$ cat src/rtl/afe_inj_sequencer.sv
// Injection-scan controller: emits a programmable train of injection pulses and
// measures each pulse's synchronized comparator time-over-threshold and hit flag.
module afe_inj_sequencer #(
  parameter int CNT_W = 16,
  parameter int TOT_W = 8,
  parameter int SUM_W = 24
) (
  input  logic             CLK,
  input  logic             RESET,
  input  logic             START,
  input  logic             ABORT,
  input  logic [CNT_W-1:0] N_INJ,
  input  logic [CNT_W-1:0] T_HIGH,
  input  logic [CNT_W-1:0] T_PERIOD,
  input  logic             COMP,
  output logic             INJ_OUT,
  output logic             BUSY,
  output logic             DONE,
  output logic [CNT_W-1:0] HIT_COUNT,
  output logic [SUM_W-1:0] TOT_SUM,
  output logic [TOT_W-1:0] TOT_LAST,
  output logic [CNT_W-1:0] INJ_COUNT
);

  localparam logic [1:0] S_IDLE = 2'd0;
  localparam logic [1:0] S_HIGH = 2'd1;
  localparam logic [1:0] S_LOW  = 2'd2;
  localparam logic [1:0] S_FIN  = 2'd3;

  logic [1:0]       r_state;
  logic [CNT_W-1:0] r_n;
  logic [CNT_W-1:0] r_th;
  logic [CNT_W-1:0] r_tl;
  logic [CNT_W-1:0] r_phase;
  logic             r_inj;

  logic             r_comp_meta;
  logic             r_comp_s;
  logic             r_inj_d1;
  logic             r_win;
  logic [TOT_W-1:0] r_tot;
  logic             r_hit;

  logic [CNT_W-1:0] r_hit_count;
  logic [CNT_W-1:0] r_inj_count;
  logic [SUM_W-1:0] r_tot_sum;
  logic [TOT_W-1:0] r_tot_last;

  logic [CNT_W-1:0] w_th_in;
  logic [CNT_W-1:0] w_tl_in;
  logic [CNT_W:0]   w_th_plus3;
  logic             w_abort;
  logic             w_start;
  logic             w_phase_end;
  logic             w_eval;
  logic             w_more;
  logic             w_enter_high;
  logic [SUM_W:0]   w_sum_ext;

  // Low time is clamped to 3 so the delayed window always closes before evaluation.
  assign w_th_in      = (T_HIGH == '0) ? CNT_W'(1) : T_HIGH;
  assign w_th_plus3   = {1'b0, w_th_in} + (CNT_W+1)'(3);
  assign w_tl_in      = ({1'b0, T_PERIOD} >= w_th_plus3) ? (T_PERIOD - w_th_in) : CNT_W'(3);

  assign w_abort      = ABORT && (r_state != S_IDLE);
  assign w_start      = (r_state == S_IDLE) && START && !ABORT && (N_INJ != '0);
  assign w_phase_end  = (r_phase == '0);
  assign w_eval       = (r_state == S_LOW) && w_phase_end && !ABORT;
  assign w_more       = ({1'b0, r_inj_count} + (CNT_W+1)'(1)) < {1'b0, r_n};
  assign w_enter_high = w_start || (w_eval && w_more);
  assign w_sum_ext    = {1'b0, r_tot_sum} + (SUM_W+1)'(r_tot);

  always_ff @(posedge CLK) begin
    if (RESET) begin
      r_state <= S_IDLE;
      r_n     <= '0;
      r_th    <= '0;
      r_tl    <= '0;
      r_phase <= '0;
      r_inj   <= 1'b0;
    end else if (w_abort) begin
      r_state <= S_IDLE;
      r_inj   <= 1'b0;
    end else begin
      case (r_state)
        S_IDLE: begin
          if (w_start) begin
            r_state <= S_HIGH;
            r_n     <= N_INJ;
            r_th    <= w_th_in;
            r_tl    <= w_tl_in;
            r_phase <= w_th_in - CNT_W'(1);
            r_inj   <= 1'b1;
          end
        end
        S_HIGH: begin
          if (w_phase_end) begin
            r_state <= S_LOW;
            r_phase <= r_tl - CNT_W'(1);
            r_inj   <= 1'b0;
          end else begin
            r_phase <= r_phase - CNT_W'(1);
          end
        end
        S_LOW: begin
          if (w_phase_end) begin
            if (w_more) begin
              r_state <= S_HIGH;
              r_phase <= r_th - CNT_W'(1);
              r_inj   <= 1'b1;
            end else begin
              r_state <= S_FIN;
            end
          end else begin
            r_phase <= r_phase - CNT_W'(1);
          end
        end
        default: begin
          r_state <= S_IDLE;
        end
      endcase
    end
  end

  // The window is INJ delayed by two cycles so it lines up with the synchronized COMP.
  always_ff @(posedge CLK) begin
    if (RESET) begin
      r_comp_meta <= 1'b0;
      r_comp_s    <= 1'b0;
      r_inj_d1    <= 1'b0;
      r_win       <= 1'b0;
    end else begin
      r_comp_meta <= COMP;
      r_comp_s    <= r_comp_meta;
      r_inj_d1    <= r_inj;
      r_win       <= r_inj_d1;
    end
  end

  always_ff @(posedge CLK) begin
    if (RESET) begin
      r_tot <= '0;
      r_hit <= 1'b0;
    end else if (w_enter_high) begin
      r_tot <= '0;
      r_hit <= 1'b0;
    end else if (r_win && r_comp_s) begin
      r_hit <= 1'b1;
      if (r_tot != '1) begin
        r_tot <= r_tot + TOT_W'(1);
      end
    end
  end

  always_ff @(posedge CLK) begin
    if (RESET || w_start) begin
      r_hit_count <= '0;
      r_inj_count <= '0;
      r_tot_sum   <= '0;
      r_tot_last  <= '0;
    end else if (w_eval) begin
      r_inj_count <= r_inj_count + CNT_W'(1);
      if (r_hit) begin
        r_hit_count <= r_hit_count + CNT_W'(1);
        r_tot_last  <= r_tot;
        r_tot_sum   <= w_sum_ext[SUM_W] ? '1 : w_sum_ext[SUM_W-1:0];
      end else begin
        r_tot_last  <= '0;
      end
    end
  end

  assign INJ_OUT   = r_inj;
  assign BUSY      = (r_state != S_IDLE);
  assign DONE      = (r_state == S_FIN);
  assign HIT_COUNT = r_hit_count;
  assign TOT_SUM   = r_tot_sum;
  assign TOT_LAST  = r_tot_last;
  assign INJ_COUNT = r_inj_count;

endmodule

$ cat config.mk
export PLATFORM = sky130hd
export DESIGN_NAME = afe_inj_sequencer
export DESIGN_NICKNAME = d
export VERILOG_FILES = /design/src/rtl/afe_inj_sequencer.sv
export SDC_FILE = /design/constraint.sdc
export NUM_CORES = 1
export LEC_CHECK = 0
export ABC_CLOCK_PERIOD_IN_PS = 10300
export CORE_MARGIN = 2
export CORE_UTILIZATION = 60
export CTS_CLUSTER_DIAMETER = 30
export DETAILED_ROUTE_END_ITERATION = 8
export HOLD_SLACK_MARGIN = 0.15
export PLACE_DENSITY = 0.85
export SYNTH_ARGS = -nofsm -noshare
export SYNTH_HDL_FRONTEND = slang
export SYNTH_SLANG_ARGS = --single-unit
$ cat constraint.sdc
create_clock -name CLK -period 10.3 [get_ports CLK]
set_clock_uncertainty 0.2 [all_clocks]
set_input_delay 2.06 -clock CLK [delete_from_list [all_inputs] [get_ports CLK]]
set_output_delay 2.06 -clock CLK [all_outputs]
set_load 0.01 [all_outputs]
# [Word level (Yosys, flattened, before mapping)]
# Index checks and enable logic that the tools add are counted.
[classes] addsub=11 magnitude_cmp=2 eq_ne=9 mux=19 bitwise_logic=1 n_reduce_logical=25
[op_table] operator="2-to-1 mux 16 bit" count=6
[op_table] operator="subtractor 16 x 1 -> 16 bit (second input constant)" count=4
[op_table] operator="one-hot mux 16 bit (3 select lines)" count=1
[op_table] operator="adder 16 x 1 -> 16 bit (second input constant)" count=2
[op_table] operator="logical NOT 16 bit" count=2
[op_table] operator="adder 24 x 8 -> 25 bit" count=1
[op_table] operator="2-to-1 mux 24 bit" count=1
[op_table] operator="adder 16 x 1 -> 17 bit (second input constant)" count=1
[op_table] operator="adder 16 x 2 -> 17 bit (second input constant)" count=1
[op_table] operator=">= comparator 16 x 17 -> 1 bit" count=1
[op_table] operator="< comparator 17 x 16 -> 1 bit" count=1
[op_table] operator="nonzero test 16 bit" count=1
[op_table] operator="subtractor 16 bit" count=1
[op_table] operator="adder 8 x 1 -> 8 bit (second input constant)" count=1
[op_table] operator="logical AND 1 bit" count=8
[op_table] operator="2-to-1 mux 2 bit" count=4
[op_table] operator="2-to-1 mux 8 bit" count=1
[op_table] operator="!= test 2 bit (second input constant)" count=4
[op_table] operator="!= test 8 bit (second input constant)" count=1
[op_table] operator="one-hot mux 2 bit (3 select lines)" count=1
[op_table] operator="AND reduction 3 bit" count=2
[op_table] operator="AND reduction 5 bit" count=1
[op_table] operator="equality test 2 bit (second input constant)" count=2
[op_table] operator="2-to-1 mux 1 bit" count=4
[op_table] operator="other kinds (12)" count=15
[totals] reg_bits=144 inputBits=53 output_inout_bits=67

# [Longest topological paths before layout]
[logic_depth] depth_word=6 mapped_depth=18 mapped_depth_nobuf=15

# [Worst setup path after synthesis]
# Ideal clock, no wire load.
[synth_path] kind="input to register" from="input port T_HIGH[11]" to="register r_tl[11]" setup_time_ns=0.060 arrival_time_ns=6.138 path_slack_ns=3.902 path_stages=17 path_buffers=3 cell_sequence="clkbuf_1 > or4_1 > nor2_1 > a41oi_1 > ha_1 > clkbuf_1 > nor3_1 > nand2_1 > xnor2_1 > ha_1 > nand4_1 > or4_1 > a21oi_1 > o21ai_0 > nor2_1 > clkbuf_1 > a22o_1"
[synth_between] elab_chain_cells=5 elab_cells_between_ends=6 classes_between="add/sub: 2; order compare: 1; mux: 2; reduce/logical: 1"
[synth_rtl] item="start, declared" line_no="13" rtl="input logic [CNT_W-1:0] T_HIGH,"
[synth_rtl] item="logical NOT 16 bit" line_no="61" rtl="assign w_th_in = (T_HIGH == '0) ? CNT_W'(1) : T_HIGH;"
[synth_rtl] item="2-to-1 mux 16 bit (*)" line_no="61"
[synth_rtl] item="adder 16 x 2 -> 17 bit" line_no="62" rtl="assign w_th_plus3 = {1'b0, w_th_in} + (CNT_W+1)'(3);"
[synth_rtl] item=">= comparator 16 x 17 -> 1 bit" line_no="63" rtl="assign w_tl_in = ({1'b0, T_PERIOD} >= w_th_plus3) ? (T_PERIOD - w_th_in) : CNT_W'(3);"
[synth_rtl] item="2-to-1 mux 16 bit (*)" line_no="63"
[synth_rtl] item="end signal, assigned" line_no="91" rtl="r_tl <= w_tl_in;"
[synth_rtl] item="end, declared" line_no="33" rtl="logic [CNT_W-1:0] r_tl;"
# Mark *: on every way between the ends. The rest lies on a longest branch, timed or not.
# A chain may end at the register's enable or synchronous reset.

# [Final worst setup path]
[layout_path] from="input port T_HIGH[11]" to="register r_tl[9]"
# Same word-level chain as after synthesis.

==> qor.txt <==
maximum buffer depth of the clock tree -> 2
DR iter-0 viols -> 886
antenna-violating nets left -> 0
delay-heaviest family, CP -> simple AND/OR/NAND/NOR gates
H-tree Lvls -> 4
combinational fraction of design power -> 0.394
Resized cells post-CTS -> 0
worst-path fanout max -> 14
count of different cell masters after synthesis -> 72
minimum clock period -> 7.294 ns
#FFs+latches synth -> 144
number of fill cells in the layout -> 1240
Worst EP required -> 10.47 ns
area share of the largest cell type after synthesis -> 0.2989
Pint -> 0.001273 W
Mapped Nets -> 1326
post-synthesis adder-cell area fraction -> 0.08978
total die area -> 17100 um^2
Flop pwr share -> 0.313
pwr dens -> 182.7 nW/um^2
I/O Buffers -> 119
top cells by area, synth -> dfxtp_1 (30%), ha_1 (8.6%), xnor2_1 (7.3%), nor2_1 (5.4%), a21oi_1 (4.2%)
cells along the critical path -> clkdlybuf4s50_1, or4_1, nor2_1, a41oi_1, ha_1, nor3_1, nand2_1, xnor2_1, ha_1, nand4_1, or4_1, a21oi_1, o21ai_0, nor2_1, a32o_1
core area -> 15770 um^2
starting density of the core -> 0.6116
MaxCap Viol Count -> 0
post-placement cell area -> 10910 um^2
post-DP HPWL -> 19380 um
Via-to-Cell Ratio -> 6.180
post-synthesis sequential area ratio -> 0.2989
WS Path Type -> input pin to register
Layout Cells excl Fill -> 1519
initial antenna violation count -> 0
Clk pwr share -> 0.293
1st-pass router iterations -> 6
Mapped Cells -> 1205
FP Rows -> 46
type of the worst min-delay path -> register to register
endpoints failing hold -> 0
mux contribution to synthesized area -> 0.02802
gr usage total -> 0.3150
FFs w/ async S/R, synth -> 0
post-CTS setup buffer count -> 0
power after layout -> 0.002100 W
Final Setup Violations -> 0
CTS buffer count -> 17
Sink Count -> 144
routability cong. -> 0.9154
final WL -> 26490 um
period utilization -> 0.7082
total gr overflow -> 0
routed length per instance -> 17.44 um
root cell of the clock tree -> clkbuf_16
fin. max-slew vios -> 0
CTS Hold Bufs -> 0
share of cells above drive strength 1 -> 0.04375
CP Capture Type -> register
Bufs and invs on worst path -> 1
slew margin rel. -> 0.2592
LEAKAGE -> 4.383 nW
Sw Share -> 0.3937
switching power total -> 0.0008268 W
clk_lat worst skew -> 0.43 ns
RSZ-0062 raised after global routing -> false
Post-Synth Simple-Gate Area -> 0.2615
clk slew on worst S/H paths -> 0.07 ns
setup TNS -> 0 ns
Post-synth EDFFs -> 0
IO Pins -> 120
Die W -> 130.8 um
Die Y -> 130.8 um
DRC errors left -> 0
placed insts -> 1487
final layout net count -> 1411
Worst Hold Margin -> 0.2345 ns
Area growth syn-to-layout -> 19.16%
vias in the first global route -> 8532
Max VDD drop -> 0.1583 mV
first-pass GRT wire length -> 42880 um
area leader, netlist -> dfxtp_1
Main synth FF type -> dfxtp_1
Cell Area, Synth -> 9644 um^2
Vias -> 9387
Slowest cell on crit path -> nor2_1
CP peak stage delay -> 0.67 ns
fin area -> 11490 um^2
largest family of logic cells by synthesized area -> simple AND/OR/NAND/NOR gates
CTS tree -> done
f_max -> 137.1 MHz
largest net degree at the start of global routing -> 70
complex-gate fraction of the synthesized area -> 0.1698
diode count -> 0
synthesized area per cell -> 8.004 um^2
Worst Tran Pin Value -> 1.107 ns
post-synthesis xor/xnor area fraction -> 0.1063
Syn. warnings -> 0
crit path DAT -> 7.47 ns
status -> finished, final reports clean
element type at the critical path start -> input pin
-- sequential cells by signal, indices dropped and copies added, names as in the netlist, 2 cells and up --
name	cells
r_n	16
INJ_COUNT	16
r_tot	8
TOT_SUM	24
r_state	2
r_th	16
HIT_COUNT	16
TOT_LAST	8
r_phase	16
r_tl	16
-- cell families (layout without fill, tap and decap cells) --
logic type               after synthesis  count (layout)
flip-flops                           144             144
XOR/XNOR                             117             117
adder cells (fa/ha/maj)               68              68
multiplexers                          27              27
AND/OR/NAND/NOR                      483             483
AO/OA/AOI/OAI                        253             253
buffers and inverters                113             211
-- synthesized netlist by cell type, drive strengths merged, types with 4 or more instances --
library cell  number
clkbuf            48
nand2b            18
nor3              39
o32ai              5
inv               56
o21a               8
nor3b              5
buf                9
a21o               8
nand2             83
a31oi             12
nand4             25
nor2b             12
nor4              26
o211ai             9
nor2             143
a22oi              4
a22o              11
or4                9
or3               16
dfxtp            144
a211oi            17
and3              16
and2              11
mux2i             27
nand4b            11
and4              11
o21ai             53
a21oi             81
ha                66
nand3             48
a32o               4
o31ai              6
xnor2             80
xor2              37
-- power by group through the flow --
stage	Clock [W]	Sequential [W]	Combinational, W
after global placement	0	0.000664	0.000789
after CTS	0.000619	0.000654	0.000807
final	0.000615	0.000657	0.000828
after detailed placement	0	0.000666	0.000800
after global routing	0.000646	0.000663	0.000896
after floorplan	0	0.000650	0.000617
-- worst register-to-register path, delay by kind of cell, from the launching register on --
family,cells,cell delay [ns]
simple gates,6,1.98
compound gates,5,1.01
fa+ha+maj,2,0.55
flops,1,0.47
xor+xnor,1,0.25
-- cell type report --
class                           instances  area [um^2]  area share
Multi-Input combinational cell        948         6326      0.5505
Clock buffer                           18        429.2     0.03734
Inverter                               56        210.2     0.01829
Clock inverter                         14        157.7     0.01372
Tap cell                              216        270.3     0.02352
Timing Repair Buffer                  123         1216      0.1058
Sequential cell                       144         2883      0.2508
-- worst paths after layout --
kind | depth (start not counted) | startpoint | end | slack [ns]
hold / removal | 1 | r_comp_meta$_SDFF_PP0_ | r_comp_s$_SDFF_PP0_ | 0.23
setup reg to reg | 14 | INJ_COUNT[0]$_SDFFE_PP0P_ | r_phase[7]$_SDFFE_PP0P_ | 5.69
setup / recovery | 15 | T_HIGH[11] | r_tl[9]$_SDFFE_PP0P_ | 3.01
hold reg to reg | 1 | r_comp_meta$_SDFF_PP0_ | r_comp_s$_SDFF_PP0_ | 0.23
-- metal layers --
| metal | vias up | wire length [um] | global-route usage |
|---|---|---|---|
| met2 | 421 | 12120 | 0.4994 |
| met1 | 4383 | 11660 | 0.4320 |
| li1 | 4506 | - | - |
| met5 | - | 0 | 0 |
| met3 | 77 | 1841 | 0.05741 |
| met4 | 0 | 871 | 0.1120 |
-- cell usage in the layout (no fill, tap or decap), types with 12 or more instances in the layout --
master	n
dfxtp_1	144
nor2_1	140
clkdlybuf4s50_1	118
nand2_1	81
a21oi_1	81
xnor2_1	80
ha_1	66
inv_1	56
o21ai_0	51
nand3_1	47
nor3_1	38
xor2_1	37
mux2i_1	27
nand4_1	25
nor4_1	22
a211oi_1	17
nand2b_1	17
clkbuf_16	17
and3_1	16
or3_1	16
a31oi_1	12
-- metrics by stage --
stage | utilization | setup slack (ns)
global route | 0.7287 | 2.586
detailed placement | 0.6915 | 2.725
global placement | 0.6915 | 2.809
finish | 0.7287 | 3.006
CTS | 0.7287 | 3.145
floorplan | - | 3.902
Power figures use the tool's default switching activity.
